===== config.mk =====
export PLATFORM = sky130hd
export DESIGN_NAME = count_seq_ctrl
export DESIGN_NICKNAME = d
export VERILOG_FILES = /design/src/rtl/count_seq_ctrl_pkg.sv /design/src/rtl/count_seq_ctrl_tick_prescaler.sv /design/src/rtl/count_seq_ctrl.sv
export SDC_FILE = /design/constraint.sdc
export NUM_CORES = 1
export LEC_CHECK = 0
export CAP_MARGIN = 20
export CORE_UTILIZATION = 42
export DETAILED_ROUTE_END_ITERATION = 7
export PLACE_DENSITY = 0.76
export SKIP_CTS_REPAIR_TIMING = 1
export SLEW_MARGIN = 30
export SYNTH_ARGS = -nofsm -noshare
export SYNTH_HDL_FRONTEND = slang
export SYNTH_HIERARCHICAL = 1
export SYNTH_SLANG_ARGS = --single-unit

===== constraint.sdc =====
create_clock -name clk -period 2.1 [get_ports clk]
set_input_delay 0.63 -clock clk [delete_from_list [all_inputs] [get_ports clk]]
set_output_delay 0.63 -clock clk [all_outputs]
set_load 0.02 [all_outputs]

===== src/rtl/count_seq_ctrl_pkg.sv =====
// count_seq_pkg: state encoding and shared limits for the counter sequencing controller.
package count_seq_pkg;

  typedef enum logic [1:0] {
    IDLE  = 2'd0,
    RUN   = 2'd1,
    PAUSE = 2'd2,
    HIT   = 2'd3
  } state_t;

  // Below three cycles the compare cycle or a reload pulse could land on a count-enable.
  localparam int PRESCALE_MIN = 3;

endpackage


===== src/rtl/count_seq_ctrl_tick_prescaler.sv =====
// tick_prescaler: free-running prescaler that emits a registered one-cycle tick
// in the cycle its count sits at PRESCALE-1. Holds its value while run is low.
module tick_prescaler #(
  parameter int PRESCALE = 4
) (
  input  logic clk,
  input  logic rst,
  input  logic run,
  input  logic clr,
  output logic tick
);

  localparam int            PW   = (PRESCALE > 1) ? $clog2(PRESCALE) : 1;
  localparam logic [PW-1:0] LAST = PW'(PRESCALE - 1);

  logic [PW-1:0] pre_q;
  logic [PW-1:0] pre_nxt;

  assign pre_nxt = (pre_q == LAST) ? '0 : pre_q + 1'b1;

  // Advance/wrap the prescaler; tick is decoded from the value being loaded so it
  // lines up with the cycle the register holds PRESCALE-1.
  always_ff @(posedge clk or posedge rst) begin
    if (rst) begin
      pre_q <= '0;
      tick  <= 1'b0;
    end else if (clr) begin
      pre_q <= '0;
      tick  <= 1'b0;
    end else if (run) begin
      pre_q <= pre_nxt;
      tick  <= (pre_nxt == LAST);
    end else begin
      tick  <= 1'b0;
    end
  end

endmodule


===== src/rtl/count_seq_ctrl.sv =====
// count_seq_ctrl: drives en/rst/set of an external NBIT up counter, compares its Q
// against target and either halts or auto-reloads on a hit.
// Optional build macro LAP_CAPTURE_EN adds a lap capture register (lap/lap_q/lap_valid).
//
// state | meaning
// IDLE  | waiting for start; clear/preset act on the counter directly
// RUN   | prescaled counting, compare after each count-enable
// PAUSE | counting frozen, prescaler value held for resume
// HIT   | target reached with auto_reload off; start restarts from zero
module count_seq_ctrl
  import count_seq_pkg::*;
#(
  parameter int NBIT     = 3,
  parameter int PRESCALE = 4
) (
  input  logic            clk,
  input  logic            rst,
  input  logic            start,
  input  logic            stop,
  input  logic            clear,
  input  logic            preset,
  input  logic            auto_reload,
  input  logic [NBIT-1:0] target,
  input  logic [NBIT-1:0] cnt_q,
`ifdef LAP_CAPTURE_EN
  input  logic            lap,
  output logic [NBIT-1:0] lap_q,
  output logic            lap_valid,
`endif
  output logic            cnt_en,
  output logic            cnt_rst,
  output logic            cnt_set,
  output logic            busy,
  output logic            done,
  output logic [1:0]      state
);

  if (PRESCALE < PRESCALE_MIN) begin : g_bad_prescale
    $error("count_seq_ctrl: PRESCALE must be at least %0d", PRESCALE_MIN);
  end

  state_t state_r;
  logic   check;
  logic   clr_pulse;

  // One command acts per cycle: clear > stop > start > preset.
  logic do_clear, do_stop, do_start, do_preset;
  assign do_clear  = clear;
  assign do_stop   = stop & ~clear;
  assign do_start  = start & ~stop & ~clear;
  assign do_preset = preset & ~start & ~stop & ~clear;

  // A compare pending from the last count-enable completes even if stop arrives,
  // but clear abandons it.
  logic hit;
  assign hit = check & (cnt_q == target) & ~do_clear;

  logic pre_clr, pre_run;
  assign pre_clr = do_clear | (do_start & ((state_r == IDLE) | (state_r == HIT)));
  assign pre_run = (state_r == RUN) & ~do_stop & ~do_clear;

  tick_prescaler #(.PRESCALE(PRESCALE)) u_tick (
    .clk  (clk),
    .rst  (rst),
    .run  (pre_run),
    .clr  (pre_clr),
    .tick (cnt_en)
  );

  // Counter reset must be visible for the whole async reset, not just after an edge.
  assign cnt_rst = rst | clr_pulse;
  assign busy    = (state_r == RUN);
  assign state   = state_r;

  // Sequencing FSM with registered pulse outputs.
  always_ff @(posedge clk or posedge rst) begin
    if (rst) begin
      state_r   <= IDLE;
      check     <= 1'b0;
      done      <= 1'b0;
      clr_pulse <= 1'b0;
      cnt_set   <= 1'b0;
    end else begin
      check     <= cnt_en & ~pre_clr;
      done      <= hit;
      clr_pulse <= do_clear | (hit & auto_reload) | ((state_r == HIT) & do_start);
      cnt_set   <= do_preset & ((state_r == IDLE) | (state_r == PAUSE));
      case (state_r)
        IDLE:  if (do_start) state_r <= RUN;
        RUN: begin
          if (do_clear)                state_r <= RUN;
          else if (do_stop)            state_r <= PAUSE;
          else if (hit & ~auto_reload) state_r <= HIT;
        end
        PAUSE: begin
          if (do_clear)      state_r <= IDLE;
          else if (do_start) state_r <= RUN;
        end
        HIT: begin
          if (do_clear)      state_r <= IDLE;
          else if (do_start) state_r <= RUN;
        end
      endcase
    end
  end

`ifdef LAP_CAPTURE_EN
  // Lap samples the same cnt_q the compare sees when both land in one cycle.
  always_ff @(posedge clk or posedge rst) begin
    if (rst) begin
      lap_q     <= '0;
      lap_valid <= 1'b0;
    end else begin
      lap_valid <= lap & (state_r == RUN);
      if (lap & (state_r == RUN)) lap_q <= cnt_q;
    end
  end
`endif

endmodule


==> flow_summary.ini, run 1 <==
[run_status]
outcome = complete, but fails checks
violations = setup timing

[worst_setup_path]
critPathLaunchType = input pin
crit_slowest_cell = clkdlybuf4s50_1
cp.buffers_inverters = 2
cp_max_fo = 2
reg2reg_from = state[0]$_DFFE_PP0P_
r2r_end = u_tick/pre_q[0]$_DFFE_PP0P_
critical_path.max_stage_delay_ps = 420
cp-end-kind = output port
cp-endpoint = cnt_rst
crit_family = buffers and inverters
path_class = in2out
ff2ff_path_depth = 6
worstPathCellList = clkdlybuf4s50_1, or2_2, buf_2
regToRegSetupSlack_ps = 390
crit_required_ps = 1470
worst_setup_path_startpoint = rst
path_depth = 3
arrival_ps = 1480

[layout]
n_antenna_cell = 0
final_area_sq_um = 860
post-route-util_pct = 72.5
drive_gt1_share_pct = 15.7
syn2layout_area_growth_pct = 49.3
final-instance-count-excl-fill = 103
finalNetCount = 109

[synthesis]
yosysTopAreaCell = dfrtp_1
yosys.area.top_type_share_pct = 39.1
synth_seq_cells = 9
synth_cell_types = 29
ys_seq_area_share_pct = 39.1
ys_top_cells_by_area = dfrtp_1 39%, ha_1 13%, inv_1 5.2%
synth_area_sq_um = 576
avgSynthCellArea_sq_um = 9.76
synth_nets = 78
yosys_warnings = 6
postSynthCellCount = 59

[placement]
pre_cts_slack_ps = -389
gp_congestion = 0.851
dp.cells = 99
hpwl_microns = 1070
dpl-instance-area_sq_um = 836
io_buffers = 19

[job]
cap_violations = 0

[timing]
slew_headroom_pct = 74.6
setup-tns-final_ps = -8.47
slew_viol_final = 0
worstMarginPinSlew_ps = 375
hold_slack_ps = 495
finalSetupViolations = 1
layout_min_cycle_time_ps = 2110
clock.fmax_mhz = 474
setup_ws_ps = -8.47
hold_viol_final = 0
clock_skew_ps = 3.24
final.period_utilization_pct = 100
rsz0062_at_grt = true

[clock_tree]
htree_levels = 1
path_clk_slew_ps = 50
root_buffer = clkbuf_4
cts_tree = built
cts_buffer_depth = 2
clock-sinks = 9
numCtsBuffers = 3
clock_latency_ps = 260

[floorplan]
num_io_pins = 20
die_w_microns = 39.0
initial_utilization_pct = 48.5
core-area_sq_um = 1190
rows = 12
die_h_microns = 39.0
die_area_sq_um = 1520

[detailed_routing]
dr.pass1.iters = 4
wire_per_inst_microns = 12.3
vias = 515
ant_nets = 0
drtIter0Drc = 10
drc_errors = 0
drt_wl_total_microns = 1260
viasPerCell = 5.00

[global_route]
grt_max_degree = 8
first_global_vias = 517
antenna_found_initial = 0
grt-ovfl-total = 0
grt_first_pass_wirelength_microns = 1910
grt_usage_pct = 20.0

[power]
vdd_drop_max_v = 0.000567
power.total_mw = 0.647
p_leak_nw = 0.404
power-per-cell-area_nw_per_um2 = 752

[min_path]
hp-start = u_tick/tick$_DFF_PP0_
hp-class = reg2reg
==> cells in the mapped netlist <==
| cell | instances |
|---|---|
| a22o_1 | 1 |
| nor3b_1 | 1 |
| o31ai_1 | 1 |
| or3b_1 | 1 |
| or4b_1 | 1 |
| and2_1 | 1 |
| nand3b_1 | 1 |
| xor2_1 | 1 |
| inv_1 | 8 |
| nand2b_1 | 2 |
| o21ai_0 | 1 |
| a21o_2 | 1 |
| nand2_1 | 5 |
| or2_2 | 1 |
| a21oi_1 | 1 |
| nor2b_1 | 2 |
| o21bai_1 | 1 |
| or2b_1 | 1 |
| nor2_1 | 4 |
| ha_1 | 6 |
| o221ai_1 | 1 |
| nand3_1 | 1 |
| dfrtp_1 | 9 |
| nor4b_1 | 1 |
| xnor2_1 | 2 |
| a221o_2 | 1 |
| o311ai_0 | 1 |
| o311ai_1 | 1 |
| and4bb_1 | 1 |
==> cells in the final DEF (no fill, tap or decap), types with 2 or more instances in the layout <==
cell type / instances
nor2b_1: 2
xnor2_1: 2
ha_1: 6
dfrtp_1: 9
buf_4: 7
clkbuf_4: 3
nand2_1: 5
nor2_1: 4
inv_1: 8
clkdlybuf4s50_1: 17
nand2b_1: 2
==> flip-flops by register name (all words and copies together) (netlist names) <==
signal	count
state	2
u_tick/pre_q	2
check	1
clr_pulse	1
cnt_set	1
done	1
u_tick/tick	1
==> area by class of cell <==
type                            count  area, sq um
Timing Repair Buffer               26          240
Inverter                            8         30.0
Sequential cell                     9          225
Clock buffer                        4         26.3
Tap cell                           14         17.5
Fill cell                         102          327
Multi-Input combinational cell     42          320
==> worst min path at each step <==
stage                     slack, ps                          end  cells after the start
after CTS                       500              check$_DFF_PP0_                      2
final                           490              check$_DFF_PP0_                      2
after detailed placement        500              check$_DFF_PP0_                      2
after floorplan                 380  u_tick/pre_q[0]$_DFFE_PP0P_                      1
after global routing            520              check$_DFF_PP0_                      2
after global placement          490              check$_DFF_PP0_                      2
==> where the power goes <==
group          internal (mW)  switching (mW)  total, mW
sequential             0.195          0.0233      0.218
clock                 0.0729          0.0559      0.129
combinational          0.154           0.146      0.300
==> cell families after synthesis <==
| logic type | after synthesis | share of synthesized area (%) |
|---|---|---|
| buffers and inverters | 8 | 5.22 |
| AOI/OAI and AO/OA | 10 | 13.9 |
| DFF | 9 | 39.1 |
| adders and majority gates | 6 | 13.0 |
| xor gates and xnor gates | 3 | 4.57 |
| and+or+nand+nor | 23 | 24.1 |
==> tightest hold or removal path, delay by kind of cell, from the launching register on <==
family                 cells  cell delay, ps
buffers and inverters      1              50
and+or+nand+nor            1              40
DFF                        1             370
==> routing by layer <==
layer / global-route usage [%] / vias to the layer above / part of all wire, %
met2: 36.3 / 19 / 46
met3: 4.05 / 5 / 7.3
met5: 0 / - / 0
li1: - / 265 / -
met1: 19.2 / 226 / 43
met4: 15.5 / 0 / 3.3
Note: power is estimated with default switching activity, not from simulation.
==> run 2, diff against run 1 <==
Settings changed: CORE_ASPECT_RATIO set to 1.1, CORE_UTILIZATION 42 to 35, PLACE_DENSITY 0.76 to 0.66.
Clock period 2.1 ns to 2.4 ns, I/O delays scaled along.
==> run 2 against run 1 <==
Effect of this change:
- the run now ends clean
- first-iteration DRC count is 10% lower
- count of clock-buffer cells in the layout stayed put
- cell count is 1.9% lower
- worst hold slack worse by 2.7 ps
- critical endpoint unchanged
- largest cell class unchanged
- largest power group unchanged
==> flow_summary.ini, run 2 (synthesis results as in run 1) <==
[clock_tree]
clock_latency_ps = 250
clock-sinks = 9
cts_buffer_depth = 2
htree_levels = 1
path_clk_slew_ps = 60
root_buffer = clkbuf_4
cts_tree = built
numCtsBuffers = 3

[detailed_routing]
drtIter0Drc = 9
drc_errors = 0
viasPerCell = 5.07
wire_per_inst_microns = 12.0
vias = 512
ant_nets = 0
dr.pass1.iters = 4
drt_wl_total_microns = 1210

[layout]
final_cell_mix = 18 x clkdlybuf4s50_1, 9 x dfrtp_1, 8 x inv_1, 6 x ha_1, 5 x nand2_1
layout_commonest_cell = clkdlybuf4s50_1
finalNetCount = 104
final_area_sq_um = 831
n_antenna_cell = 0
syn2layout_area_growth_pct = 44.3
drive_gt1_share_pct = 9.52
post-route-util_pct = 53.3

[floorplan]
core-area_sq_um = 1560
die_h_microns = 44.5
rows = 15
initial_utilization_pct = 36.9
die_w_microns = 40.7
num_io_pins = 20
die_area_sq_um = 1810

[worst_setup_path]
arrival_ps = 1610
path_class = in2out
crit_slowest_cell = clkdlybuf4s50_1
cp-endpoint = cnt_rst
regToRegSetupSlack_ps = 640
critical_path.max_stage_delay_ps = 410
worst_setup_path_startpoint = rst
worstPathCellList = clkdlybuf4s50_1, or2_2, dlymetal6s2s_1
cp-end-kind = output port
critPathLaunchType = input pin
reg2reg_from = state[1]$_DFFE_PP0P_
cp_max_fo = 2
r2r_end = u_tick/pre_q[0]$_DFFE_PP0P_
ff2ff_path_depth = 6
crit_required_ps = 1680

[timing]
clock_skew_ps = 1.88
worstMarginPinSlew_ps = 373
final.period_utilization_pct = 97.1
hold_viol_final = 0
slew_headroom_pct = 74.8
finalSetupViolations = 0
rsz0062_at_grt = false
layout_min_cycle_time_ps = 2330
clock.fmax_mhz = 429
slew_viol_final = 0

[global_route]
antenna_found_initial = 0
grt_first_pass_wirelength_microns = 1750
grt_usage_pct = 14.0
grt-ovfl-total = 0
grt_max_degree = 9
first_global_vias = 445

[power]
power.total_mw = 0.559
vdd_drop_max_v = 0.000322
p_leak_nw = 0.372
power-per-cell-area_nw_per_um2 = 673

[run_status]
outcome = finished, final reports clean

[placement]
io_buffers = 19
dpl-instance-area_sq_um = 802
gp_congestion = 0.914
hpwl_microns = 937

[min_path]
hp-class = reg2reg

[job]
cap_violations = 0
## run 2: cell types whose count changed in the layout (fill, tap and decap cells not counted)
cell / change
buf_4: -5
buf_2: -1
clkdlybuf4s50_1: +1
## run 2: report_power, final
part | internal [mW] | switching, mW
clock network | 0.0640 | 0.0517
registers | 0.170 | 0.0245
logic | 0.125 | 0.124
total | 0.359 | 0.200
## run 2: critical path, delay by kind of cell
family | cells | cell delay (ps)
buffers and inverters | 2 | 620
AND/OR/NAND/NOR | 1 | 270
## run 2: per-stage QoR
step	setup TNS (ps)	hold WS, ps	worst slack [ps]	std cells
final	0	492	69.0	101
after global routing	0	533	15.0	101
after CTS	-260	493	-260	101
after detailed placement	-259	487	-259	97
after global placement	-253	475	-253	97
after floorplan	0	474	640	59
## run 2: per-layer routing
| metal | global-route usage, % | wire (microns) |
|---|---|---|
| met1 | 17.9 | 551 |
| met2 | 22.9 | 599 |
| met3 | 4.52 | 57 |
| met4 | 2.00 | 0 |
| met5 | 0 | 0 |
## run 2: area by class of cell
class                   count  area [sq um]
multi-input cells          42           320
clock buffers               4          26.3
flip-flops and latches      9           225
repair buffers             21           208
inverters                   8          30.0
fillers                   136           727
well taps                  17          21.3
## run 2: worst min path at each step
| stage | from | to | slack, ps | cells after the start |
|---|---|---|---|---|
| floorplan | rst | u_tick/pre_q[0]$_DFFE_PP0P_ | 470 | 1 |
| global placement | u_tick/tick$_DFF_PP0_ | check$_DFF_PP0_ | 470 | 2 |
| detailed placement | u_tick/tick$_DFF_PP0_ | check$_DFF_PP0_ | 490 | 2 |
| CTS | u_tick/tick$_DFF_PP0_ | check$_DFF_PP0_ | 490 | 2 |
| global route | u_tick/tick$_DFF_PP0_ | check$_DFF_PP0_ | 530 | 2 |
| finish | u_tick/tick$_DFF_PP0_ | check$_DFF_PP0_ | 490 | 2 |
==> run 3, diff against run 2 <==
Settings changed: CELL_PAD_IN_SITES_DETAIL_PLACEMENT set to 1, CELL_PAD_IN_SITES_GLOBAL_PLACEMENT set to 2, CORE_UTILIZATION 35 to 25, PLACE_DENSITY 0.66 to not set, PLACE_DENSITY_LB_ADDON set to 0.08, TNS_END_PERCENT set to 50.
==> run 3 against run 2 <==
Effect of this change:
- routed wire length rose by 12%
- count of clock-buffer cells in the layout shrank 1
- total power up 0.65%
- worst setup slack worse by 0.67 ps
- largest power group unchanged
- critical path type unchanged
==> flow_summary.ini, run 3 (synthesis results as in run 1) <==
[floorplan]
core-area_sq_um = 2080
die_h_microns = 52.3
initial_utilization_pct = 27.6
num_io_pins = 20
die_area_sq_um = 2500
rows = 17
die_w_microns = 47.8

[detailed_routing]
viasPerCell = 4.61
drc_errors = 0
drtIter0Drc = 12
ant_nets = 0
vias = 526
drt_wl_total_microns = 1360
dr.pass1.iters = 4
wire_per_inst_microns = 11.9

[clock_tree]
root_buffer = clkbuf_4
clock-sinks = 9
path_clk_slew_ps = 60
numCtsBuffers = 3
cts_buffer_depth = 2
cts_tree = built
clock_latency_ps = 260
htree_levels = 1

[placement]
gp_congestion = 0.716
hpwl_microns = 1130
io_buffers = 19
dp.cells = 110
pre_cts_slack_ps = -261

[power]
p_leak_nw = 0.397
power-per-cell-area_nw_per_um2 = 652
vdd_drop_max_v = 0.000340

[layout]
syn2layout_area_growth_pct = 50.0
layout_commonest_cell = clkdlybuf4s50_1
layout.area.seq_sq_um = 225
finalNetCount = 106
multi_input_area_sq_um = 320
final_cell_mix = 17 x clkdlybuf4s50_1, 9 x dfrtp_1, 8 x inv_1, 6 x ha_1, 5 x nand2_1
n_antenna_cell = 0
drive_gt1_share_pct = 12.8
num-fill-cells = 266
final-instance-count-excl-fill = 114

[global_route]
grt_usage_pct = 12.3
grt-ovfl-total = 0
grt_first_pass_wirelength_microns = 2160
first_global_vias = 515
antenna_found_initial = 0
grt_max_degree = 7

[timing]
clock_skew_ps = 2.46
finalSetupViolations = 0
slew_headroom_pct = 75.0
final.period_utilization_pct = 97.2
rsz0062_at_grt = false
layout_min_cycle_time_ps = 2330
hold_viol_final = 0
worstMarginPinSlew_ps = 370
setup_ws_ps = 68.3
hold_slack_ps = 498
slew_viol_final = 0
clock.fmax_mhz = 429
setup-tns-final_ps = 0

[worst_setup_path]
worstPathCellList = clkdlybuf4s50_1, or2_2, dlymetal6s2s_1
cp_max_fo = 2
crit_family = buffers and inverters
path_class = in2out
critPathLaunchType = input pin
arrival_ps = 1610
path_depth = 3
critical_path.max_stage_delay_ps = 420
cp.buffers_inverters = 2
cp-end-kind = output port
crit_slowest_cell = clkdlybuf4s50_1
ff2ff_path_depth = 6
crit_required_ps = 1680

[run_status]
outcome = finished, final reports clean

[min_path]
hold_depth = 2
hp-class = reg2reg

[job]
cap_violations = 0
## run 3: changes by cell type in the layout (fill, tap and decap cells not counted), sizes merged
cell           before  now
buf                 2    4
clkbuf              4    3
clkdlybuf4s50      18   17
clkinv              0    1
dlymetal6s2s        1    2
## run 3: final timing paths
check | start | end | slack, ps
setup / recovery | rst | cnt_rst | 70
hold / removal | u_tick/tick$_DFF_PP0_ | check$_DFF_PP0_ | 500
setup reg to reg | state[1]$_DFFE_PP0P_ | u_tick/pre_q[0]$_DFFE_PP0P_ | 640
hold reg to reg | u_tick/tick$_DFF_PP0_ | check$_DFF_PP0_ | 500
max in group asynchronous | rst | state[0]$_DFFE_PP0P_ | 1400
min in group asynchronous | rst | u_tick/pre_q[0]$_DFFE_PP0P_ | 780
## run 3: power breakdown
| group | total [mW] | internal, mW | switching (mW) |
|---|---|---|---|
| logic | 0.253 | 0.127 | 0.126 |
| clock network | 0.115 | 0.0614 | 0.0531 |
| registers | 0.195 | 0.170 | 0.0248 |
| total | 0.563 | 0.359 | 0.204 |
## run 3: metal layers
metal,vias up,GRT usage (%),wire length (microns)
li1,255,-,-
met1,250,16.3,601
met2,19,19.8,640
met3,2,3.10,101
met4,0,2.78,12
met5,-,0,0
## run 3: final cells by class
type                    count  area share (%)
multi-input cells          42            37.1
clock buffers               3            2.61
repair buffers             23            26.1
inverters                   8            3.48
well taps                  28            4.06
flip-flops and latches      9            26.1
clock inverters             1           0.580
## run 3: through the flow
stage | area, sq um | power (mW) | util [%]
after floorplan | 576 | 0.344 | -
after global placement | 831 | 0.456 | 39.9
after detailed placement | 831 | 0.457 | 39.9
after CTS | 858 | 0.575 | 41.2
after global routing | 863 | 0.606 | 41.4
final | 863 | 0.563 | 41.4
## run 3: tightest hold or removal path: stages, from the launching register on
cell and delay [ps]:
dfrtp_1 380, inv_1 50, nor2_1 40
